### src/rtl/blur_img_stream.sv
// Streaming 3x3 Gaussian blur (1-2-1 / 2-4-2 / 1-2-1, /16) between a source and a destination BRAM.
// Define BLUR_ROUND_EN for round-half-up output; default build truncates.
module blur_img_stream #(
  parameter int unsigned BIT_DEPTH    = 8,
  parameter int unsigned WIDTH        = 64,
  parameter int unsigned HEIGHT       = 64,
  parameter int unsigned READ_LATENCY = 2
) (
  input  logic                            clk_in,
  input  logic                            rst_n_in,
  output logic [$clog2(WIDTH*HEIGHT)-1:0] ext_read_addr,
  output logic                            ext_read_addr_valid,
  input  logic [BIT_DEPTH-1:0]            ext_pixel_in,
  output logic [$clog2(WIDTH*HEIGHT)-1:0] ext_write_addr,
  output logic                            ext_write_valid,
  output logic [BIT_DEPTH-1:0]            ext_pixel_out,
  input  logic                            start_in,
  output logic                            busy_out,
  output logic                            blur_done
);
  localparam int unsigned AW = $clog2(WIDTH*HEIGHT);
  localparam int unsigned XW = $clog2(WIDTH);
  localparam int unsigned YW = $clog2(HEIGHT);
  localparam int unsigned SW = BIT_DEPTH + 4;

  typedef enum logic [1:0] {StIdle, StFetch, StDrain, StDone} state_e;

  typedef struct packed {
    logic          v;
    logic [1:0]    slot;
    logic          pre;
    logic [XW-1:0] x;
    logic [YW-1:0] y;
  } tag_t;

  state_e        state_q, state_d;
  logic [1:0]    slot_q, slot_d;
  logic          pre_q, pre_d;
  logic [XW-1:0] x_q, x_d;
  logic [YW-1:0] y_q, y_d;
  logic          last_rd, last_wr;
  logic [YW-1:0] row;
  logic [XW-1:0] col;

  assign last_rd = (slot_q == 2'd2) && !pre_q && (x_q == XW'(WIDTH - 1)) &&
                   (y_q == YW'(HEIGHT - 1));
  assign last_wr = ext_write_valid && (ext_write_addr == AW'(WIDTH * HEIGHT - 1));

  always_comb begin
    state_d = state_q;
    slot_d  = slot_q;
    pre_d   = pre_q;
    x_d     = x_q;
    y_d     = y_q;
    unique case (state_q)
      StIdle: begin
        if (start_in) begin
          state_d = StFetch;
          slot_d  = 2'd0;
          pre_d   = 1'b1;
          x_d     = '0;
          y_d     = '0;
        end
      end
      StFetch: begin
        if (slot_q != 2'd2) begin
          slot_d = slot_q + 2'd1;
        end else begin
          slot_d = 2'd0;
          if (pre_q) begin
            pre_d = 1'b0;
          end else if (x_q != XW'(WIDTH - 1)) begin
            x_d = x_q + XW'(1);
          end else begin
            x_d   = '0;
            pre_d = 1'b1;
            y_d   = y_q + YW'(1);
          end
        end
        if (last_rd) state_d = StDrain;
      end
      StDrain: if (last_wr) state_d = StDone;
      StDone:  state_d = StIdle;
      default: state_d = StIdle;
    endcase
  end

  always_ff @(posedge clk_in or negedge rst_n_in) begin
    if (!rst_n_in) begin
      state_q <= StIdle;
      slot_q  <= 2'd0;
      pre_q   <= 1'b0;
      x_q     <= '0;
      y_q     <= '0;
    end else begin
      state_q <= state_d;
      slot_q  <= slot_d;
      pre_q   <= pre_d;
      x_q     <= x_d;
      y_q     <= y_d;
    end
  end

  // Clamped source coordinates: rows y-1/y/y+1 by slot, column 0 on preload else x+1.
  always_comb begin
    row = y_q;
    col = '0;
    unique case (slot_q)
      2'd0:    row = (y_q == '0) ? '0 : y_q - YW'(1);
      2'd2:    row = (y_q == YW'(HEIGHT - 1)) ? y_q : y_q + YW'(1);
      default: row = y_q;
    endcase
    if (!pre_q) col = (x_q == XW'(WIDTH - 1)) ? x_q : x_q + XW'(1);
  end

  assign ext_read_addr_valid = (state_q == StFetch);
  assign ext_read_addr       = ext_read_addr_valid ? AW'(row) * AW'(WIDTH) + AW'(col) : '0;
  assign busy_out            = (state_q != StIdle);
  assign blur_done           = (state_q == StDone);

  tag_t tag_q [READ_LATENCY];
  tag_t rt;
  assign rt = tag_q[READ_LATENCY-1];

  always_ff @(posedge clk_in or negedge rst_n_in) begin
    if (!rst_n_in) begin
      for (int unsigned i = 0; i < READ_LATENCY; i++) tag_q[i] <= '0;
    end else begin
      tag_q[0] <= {ext_read_addr_valid, slot_q, pre_q, x_q, y_q};
      for (int unsigned i = 1; i < READ_LATENCY; i++) tag_q[i] <= tag_q[i-1];
    end
  end

  // Columns are packed [2]=top, [1]=middle, [0]=bottom.
  logic [BIT_DEPTH-1:0]      col_t_q, col_m_q;
  logic [2:0][BIT_DEPTH-1:0] win_l_q, win_c_q, new_col;
  logic [2:0][BIT_DEPTH-1:0] k_l_q, k_c_q, k_r_q;
  logic                      k_valid_q;
  logic [XW-1:0]             k_x_q;
  logic [YW-1:0]             k_y_q;

  assign new_col = {col_t_q, col_m_q, ext_pixel_in};

  always_ff @(posedge clk_in or negedge rst_n_in) begin
    if (!rst_n_in) begin
      col_t_q   <= '0;
      col_m_q   <= '0;
      win_l_q   <= '0;
      win_c_q   <= '0;
      k_l_q     <= '0;
      k_c_q     <= '0;
      k_r_q     <= '0;
      k_valid_q <= 1'b0;
      k_x_q     <= '0;
      k_y_q     <= '0;
    end else begin
      k_valid_q <= 1'b0;
      if (rt.v) begin
        unique case (rt.slot)
          2'd0: col_t_q <= ext_pixel_in;
          2'd1: col_m_q <= ext_pixel_in;
          default: begin
            if (rt.pre) begin
              win_l_q <= new_col;
              win_c_q <= new_col;
            end else begin
              k_l_q     <= win_l_q;
              k_c_q     <= win_c_q;
              k_r_q     <= new_col;
              k_x_q     <= rt.x;
              k_y_q     <= rt.y;
              k_valid_q <= 1'b1;
              win_l_q   <= win_c_q;
              win_c_q   <= new_col;
            end
          end
        endcase
      end
    end
  end

  logic [SW-1:0]        sum, sum_r;
  logic [BIT_DEPTH-1:0] pix;

  always_comb begin
    sum = SW'(k_l_q[2]) + SW'(k_l_q[0]) + SW'(k_r_q[2]) + SW'(k_r_q[0])
        + ((SW'(k_l_q[1]) + SW'(k_r_q[1]) + SW'(k_c_q[2]) + SW'(k_c_q[0])) << 1)
        + (SW'(k_c_q[1]) << 2);
`ifdef BLUR_ROUND_EN
    sum_r = sum + SW'(8);
`else
    sum_r = sum;
`endif
    pix = BIT_DEPTH'(sum_r >> 4);
  end

  always_ff @(posedge clk_in or negedge rst_n_in) begin
    if (!rst_n_in) begin
      ext_write_valid <= 1'b0;
      ext_write_addr  <= '0;
      ext_pixel_out   <= '0;
    end else begin
      ext_write_valid <= k_valid_q;
      if (k_valid_q) begin
        ext_write_addr <= AW'(k_x_q) + AW'(k_y_q) * AW'(WIDTH);
        ext_pixel_out  <= pix;
      end
    end
  end

endmodule

### config.mk
export PLATFORM = sky130hd
export DESIGN_NAME = blur_img_stream
export DESIGN_NICKNAME = d
export VERILOG_FILES = /design/src/rtl/blur_img_stream.sv
export SDC_FILE = /design/constraint.sdc
export NUM_CORES = 1
export LEC_CHECK = 0
export CORE_ASPECT_RATIO = 0.9
export CORE_UTILIZATION = 36
export CTS_CLUSTER_SIZE = 16
export DETAILED_ROUTE_END_ITERATION = 12
export DONT_BUFFER_PORTS = 1
export GPL_TIMING_DRIVEN = 0
export PLACE_DENSITY = 0.56
export SKIP_CTS_REPAIR_TIMING = 1
export SLEW_MARGIN = 20
export SYNTH_ARGS = -nofsm -noshare
export SYNTH_HDL_FRONTEND = slang
export SYNTH_SLANG_ARGS = --single-unit
### constraint.sdc
create_clock -name clk_in -period 8.7 [get_ports clk_in]
set_input_delay 1.74 -clock clk_in [delete_from_list [all_inputs] [get_ports clk_in]]
set_output_delay 1.74 -clock clk_in [all_outputs]
set_load 0.02 [all_outputs]
==> flow_summary.ini, run 1 <==
[status]
outcome = finished, final reports clean

[route]
drc = 0
drt-vias-per-instance = 4.896
wl_per_cell_um = 17.24
dr.pass1.iters = 5
drt_iter0_markers = 530
finalWirelength_um = 25060
vias = 7114
antenna_left = 0

[synth]
syn_area_per_cell_um2 = 10.56
synth_nets = 1103
yosysSeqAreaShare_pct = 51.17
yosysMostFrequentCell = nand2_1
synth_area_leaders = dfrtp_1, nand2_1, fa_1
async_reset_ff_share_pct = 100.0
synth_edf_count = 0
yosys.cell_types.count = 74
synth-seq-cells = 219
synth_top_area_share_pct = 51.17
synth_top_flop_cell = dfrtp_1
netlist_area_um2 = 10710
syn_inst = 1014
yosysWarnings = 0
synth_commonest_cells = nand2_1, dfrtp_1, inv_1
synth_top_area_cell = dfrtp_1

[floorplanning]
ioPinCount = 47
core-area_um2 = 29090
initial_core_util_pct = 36.82
num_rows = 59
dieWidth_um = 183.8
die_h_um = 165.6
dieArea_um2 = 30440

[finish]
regArea_um2 = 5480
multi_input_area_um2 = 4641
fill_cells = 2877
layout.nets = 1130
drive_gt1_share_pct = 12.68
antenna_cells = 0
area_growth_pct = 11.73

[timing]
clock.fmax_mhz = 167.1
finalSetupViolations = 0
final-hold-violation-count = 0
period_minus_slack_ns = 5.983
relSlewSlack_pct = 28.05
fin_skew_ns = 0.01658
period_share_pct = 68.77
fin_setup_tns_ns = 0
grt_setup_unrepaired = false
drv_slew = 0
worst_slew_pin_slew_ns = 1.075

[critical_path]
crit_path_start_kind = register
critPathRequiredTime_ns = 9.11
cp_common_cell = fa_1
crit_arrival_ns = 6.39
crit_fanout = 6
path_cells = inv_1 -> fa_1 -> fa_1 -> inv_1 -> ha_1 -> inv_1 -> fa_1 -> nor2b_1 -> o21ai_1 -> a21boi_0 -> nor2_1 -> fa_1 -> inv_1 -> fa_1 -> fa_1 -> inv_1 -> ha_1 -> a211oi_2 -> nor2_1 -> o31a_1 -> o31a_1 -> o31ai_1
slowest_stage = fa_1
max_stage_delay_ns = 0.57
crit_path_end_kind = register
r2r.worst_path.cells = 22
critical_path_class = reg -> reg

[cts]
cts_made_buffers = 25
numClockSinks = 219
clock_latency_ns = 0.52
cts_buffer_depth = 3
clkTransAtPathRegs_ns = 0.06
htreeDepth = 1
cts_tree = yes
root_buffer = clkbuf_16

[placed_design]
dp_hpwl_um = 17570
port_buffers = 0
gp_congestion = 0.8192

[global_routing]
gr-total-overflow = 0
track_usage_pct = 17.62
antenna_found_initial = 0
grt_pass1_wl_um = 41850
grt_pass1_vias = 7381
grt_max_degree = 220

[hold_path]
hold_path_class = reg -> reg
holdPathStages = 0

[job]
max-cap-violations = 0
[cells in the final DEF, fill, tap and decap left out, drive strengths merged, types with 3 or more instances in the layout]
cell and n:
o31a 3, nor4 3, clkinv 5, ha 33, nand2b 5, o21ai 77
and3 4, a32oi 5, or3 4, clkbuf 52, xnor2 6, or2 3
a21oi 23, xor2 3, o21a 4, clkinvlp 3, nor2b 7, o31ai 6
nor3b 3, nand3 8, mux2i 27, buf 31, nor2 35, nor3 5
nand4 4, dfrtp 219, nand2 248, a31oi 5, inv 93, mux2 53
fa 45
[stage by stage]
step / hold WS, ns / std cells / util [%] / worst slack [ns] / area (um^2)
2_1_floorplan: 0.3312 / 1014 / - / 3.308 / 10710
3_3_place_gp: 0.3329 / 1410 / 38.52 / 2.799 / 11200
3_5_place_dp: 0.3347 / 1410 / 38.52 / 2.791 / 11200
4_1_cts: 0.3416 / 1453 / 41.14 / 2.733 / 11970
5_1_grt: 0.3473 / 1453 / 41.14 / 2.406 / 11970
6_report: 0.3416 / 1453 / 41.14 / 2.717 / 11970
[routing by layer]
metal	part of all wire, %	vias up	track usage (%)
li1	-	3372	-
met1	50	3571	26.52
met2	44	129	26.33
met3	4.1	42	2.639
met4	2.5	0	4.710
met5	0	-	0
[layout make-up]
class / count / area share, %
multi-input combinational: 654 / 38.78
buffer: 48 / 1.997
tap: 396 / 4.141
clock inverter: 8 / 0.3974
clock buffer: 35 / 5.960
inverter: 93 / 2.918
sequential: 219 / 45.80
[state kept, by name, indices dropped and copies added, names as in the netlist]
signal and flops:
tag_q 16, col_m_q 8, x_q 6, k_r_q 24
pre_q 1, ext_write_valid 1, col_t_q 8, win_l_q 24
k_valid_q 1, rt 16, k_y_q 6, state_q 2
slot_q 2, ext_pixel_out 8, k_x_q 6, y_q 6
win_c_q 24, k_c_q 24, k_l_q 24, ext_write_addr 12
[critical path: cells and delay by family, from the launching register on]
kind | cells | cell delay, ns
AO/OA/AOI/OAI | 6 | 1.42
buffers and inverters | 5 | 0.29
AND/OR/NAND/NOR | 3 | 0.35
adder cells (fa/ha/maj) | 8 | 3.49
flip-flops | 1 | 0.33
[kinds of logic after synthesis]
logic type | Yosys count | share of synthesized area, %
muxes | 80 | 8.097
xor gates and xnor gates | 9 | 0.7361
AOI/OAI and AO/OA | 149 | 8.506
DFF | 219 | 51.17
buffers and inverters | 141 | 5.491
adders and majority gates | 78 | 12.27
and+or+nand+nor | 338 | 13.73
[worst paths after layout]
| check | start | endpoint | slack [ns] |
|---|---|---|---|
| setup / recovery | k_l_q[9] | ext_pixel_out[7] | 2.72 |
| hold / removal | tag_q[20] | rt[4] | 0.34 |
| setup reg to reg | k_l_q[9] | ext_pixel_out[7] | 2.72 |
| hold reg to reg | tag_q[20] | rt[4] | 0.34 |
| max in group asynchronous | rst_n_in | rt[10] | 7.48 |
| min in group asynchronous | rst_n_in | win_c_q[6] | 0.95 |
Power of run 1 is not shown: default switching activity piles up to over one toggle a cycle in this logic, so the estimate is an artifact.
==> run 2: changes to the inputs <==
==> constraint.sdc (replaced) <==
create_clock -name clk_in -period 5.7 [get_ports clk_in]
set_input_delay 1.14 -clock clk_in [delete_from_list [all_inputs] [get_ports clk_in]]
set_output_delay 1.14 -clock clk_in [all_outputs]
set_load 0.02 [all_outputs]
==> run 2 against run 1 <==
  * First-iteration DRC count down 7.7%
  * Final area increased by 0.59%
  * Largest cell class unchanged
  * Non-clock buffer count increased by 2
==> flow_summary.ini, run 2 (synthesis results as in run 1) <==
[timing]
clock.fmax_mhz = 181.8
final-hold-violation-count = 0
relSlewSlack_pct = 27.20
whs_ns = 0.3401
period_minus_slack_ns = 5.499
finalSetupViolations = 0
drv_slew = 0
worst_slew_pin_slew_ns = 1.087
period_share_pct = 96.48
fin_ws_ns = 0.2008
fin_skew_ns = 0.01669

[finish]
fill_cells = 2876
area_growth_pct = 12.38
drive_gt1_share_pct = 14.26
antenna_cells = 0
finish.utilization_pct = 41.38
layout.nets = 1132
final_common_cell = nand2_1
final_cell_mix = nand2_1, dfrtp_1, inv_1
instances_no_fill = 1455

[floorplanning]
die_h_um = 165.6
ioPinCount = 47
dieArea_um2 = 30440
num_rows = 59
initial_core_util_pct = 36.82
dieWidth_um = 183.8
core-area_um2 = 29090

[placed_design]
post-place-ws_ns = -0.2089
dp_hpwl_um = 17570
port_buffers = 0
gp_congestion = 0.8192
dp_cells = 1410

[route]
wl_per_cell_um = 17.30
finalWirelength_um = 25170
drc = 0
drt-vias-per-instance = 4.902
antenna_left = 0
drt_iter0_markers = 489
vias = 7132
dr.pass1.iters = 4

[critical_path]
critical_path_class = reg -> reg
critPathRequiredTime_ns = 6.13
crit_path_end_kind = register
r2r-start = k_c_q[17]
crit_path_start_kind = register
cp-startpoint = k_c_q[17]
crit_arrival_ns = 5.93
crit_fanout = 6

[cts]
clkTransAtPathRegs_ns = 0.06
root_buffer = clkbuf_16
numClockSinks = 219
cts_buffer_depth = 3
cts_made_buffers = 25
clock_latency_ns = 0.52
cts_tree = yes
htreeDepth = 1

[global_routing]
track_usage_pct = 17.62
grt_pass1_wl_um = 41850
gr-total-overflow = 0
grt_pass1_vias = 7381
grt_max_degree = 220
antenna_found_initial = 0

[status]
outcome = finished, final reports clean

[hold_path]
min-delay-start = tag_q[20]
hold_path_class = reg -> reg

[job]
max-cap-violations = 0
run 2: metrics by stage:
step	cell area (um^2)	TNS [ns]
after global placement	11200	-0.2010
after detailed placement	11200	-0.2278
after CTS	11970	-0.3204
after global routing	12040	-0.0009055
final	12040	0
after floorplan	10710	0
run 2: area by class of cell:
cell class              count  area, um^2  area share (%)
flip-flops and latches    219        5480           45.53
clock buffers              35       713.2           5.926
multi-input cells         654        4696           39.02
inverters                  93       349.1           2.901
plain buffers              48       239.0           1.986
well taps                 396       495.5           4.117
repair buffers              2       15.01          0.1248
clock inverters             8       47.55          0.3951
run 2: layer usage:
layer / track usage [%] / vias to the layer above / share of wire [%]
li1: - / 3376 / -
met1: 26.52 / 3597 / 50
met2: 26.33 / 117 / 44
met3: 2.639 / 42 / 4.0
met4: 4.710 / 0 / 2.4
met5: 0 / - / 0
run 2: worst paths after layout:
kind / slack, ns / cells past startpoint / end
min reg2reg: 0.34 / 0 / rt[4]
min: 0.34 / 0 / rt[4]
max in group asynchronous: 5.07 / 0 / rt[10]
max: 0.20 / 18 / ext_pixel_out[6]
max reg2reg: 0.20 / 18 / ext_pixel_out[6]
min in group asynchronous: 0.35 / 0 / win_c_q[6]
run 2: critical path, stage by stage, from the launching register on:
cell	delay (ns)
dfrtp_1	0.32
inv_1	0.06
fa_1	0.57
fa_1	0.42
inv_1	0.07
ha_2	0.20
inv_1	0.07
fa_2	0.43
xor2_1	0.20
fa_1	0.47
fa_1	0.51
inv_1	0.06
fa_1	0.49
ha_1	0.37
nand2_1	0.08
nor3_2	0.46
o2111ai_1	0.19
a21boi_1	0.24
mux2i_1	0.20
Power of run 2 is left out for the same reason.
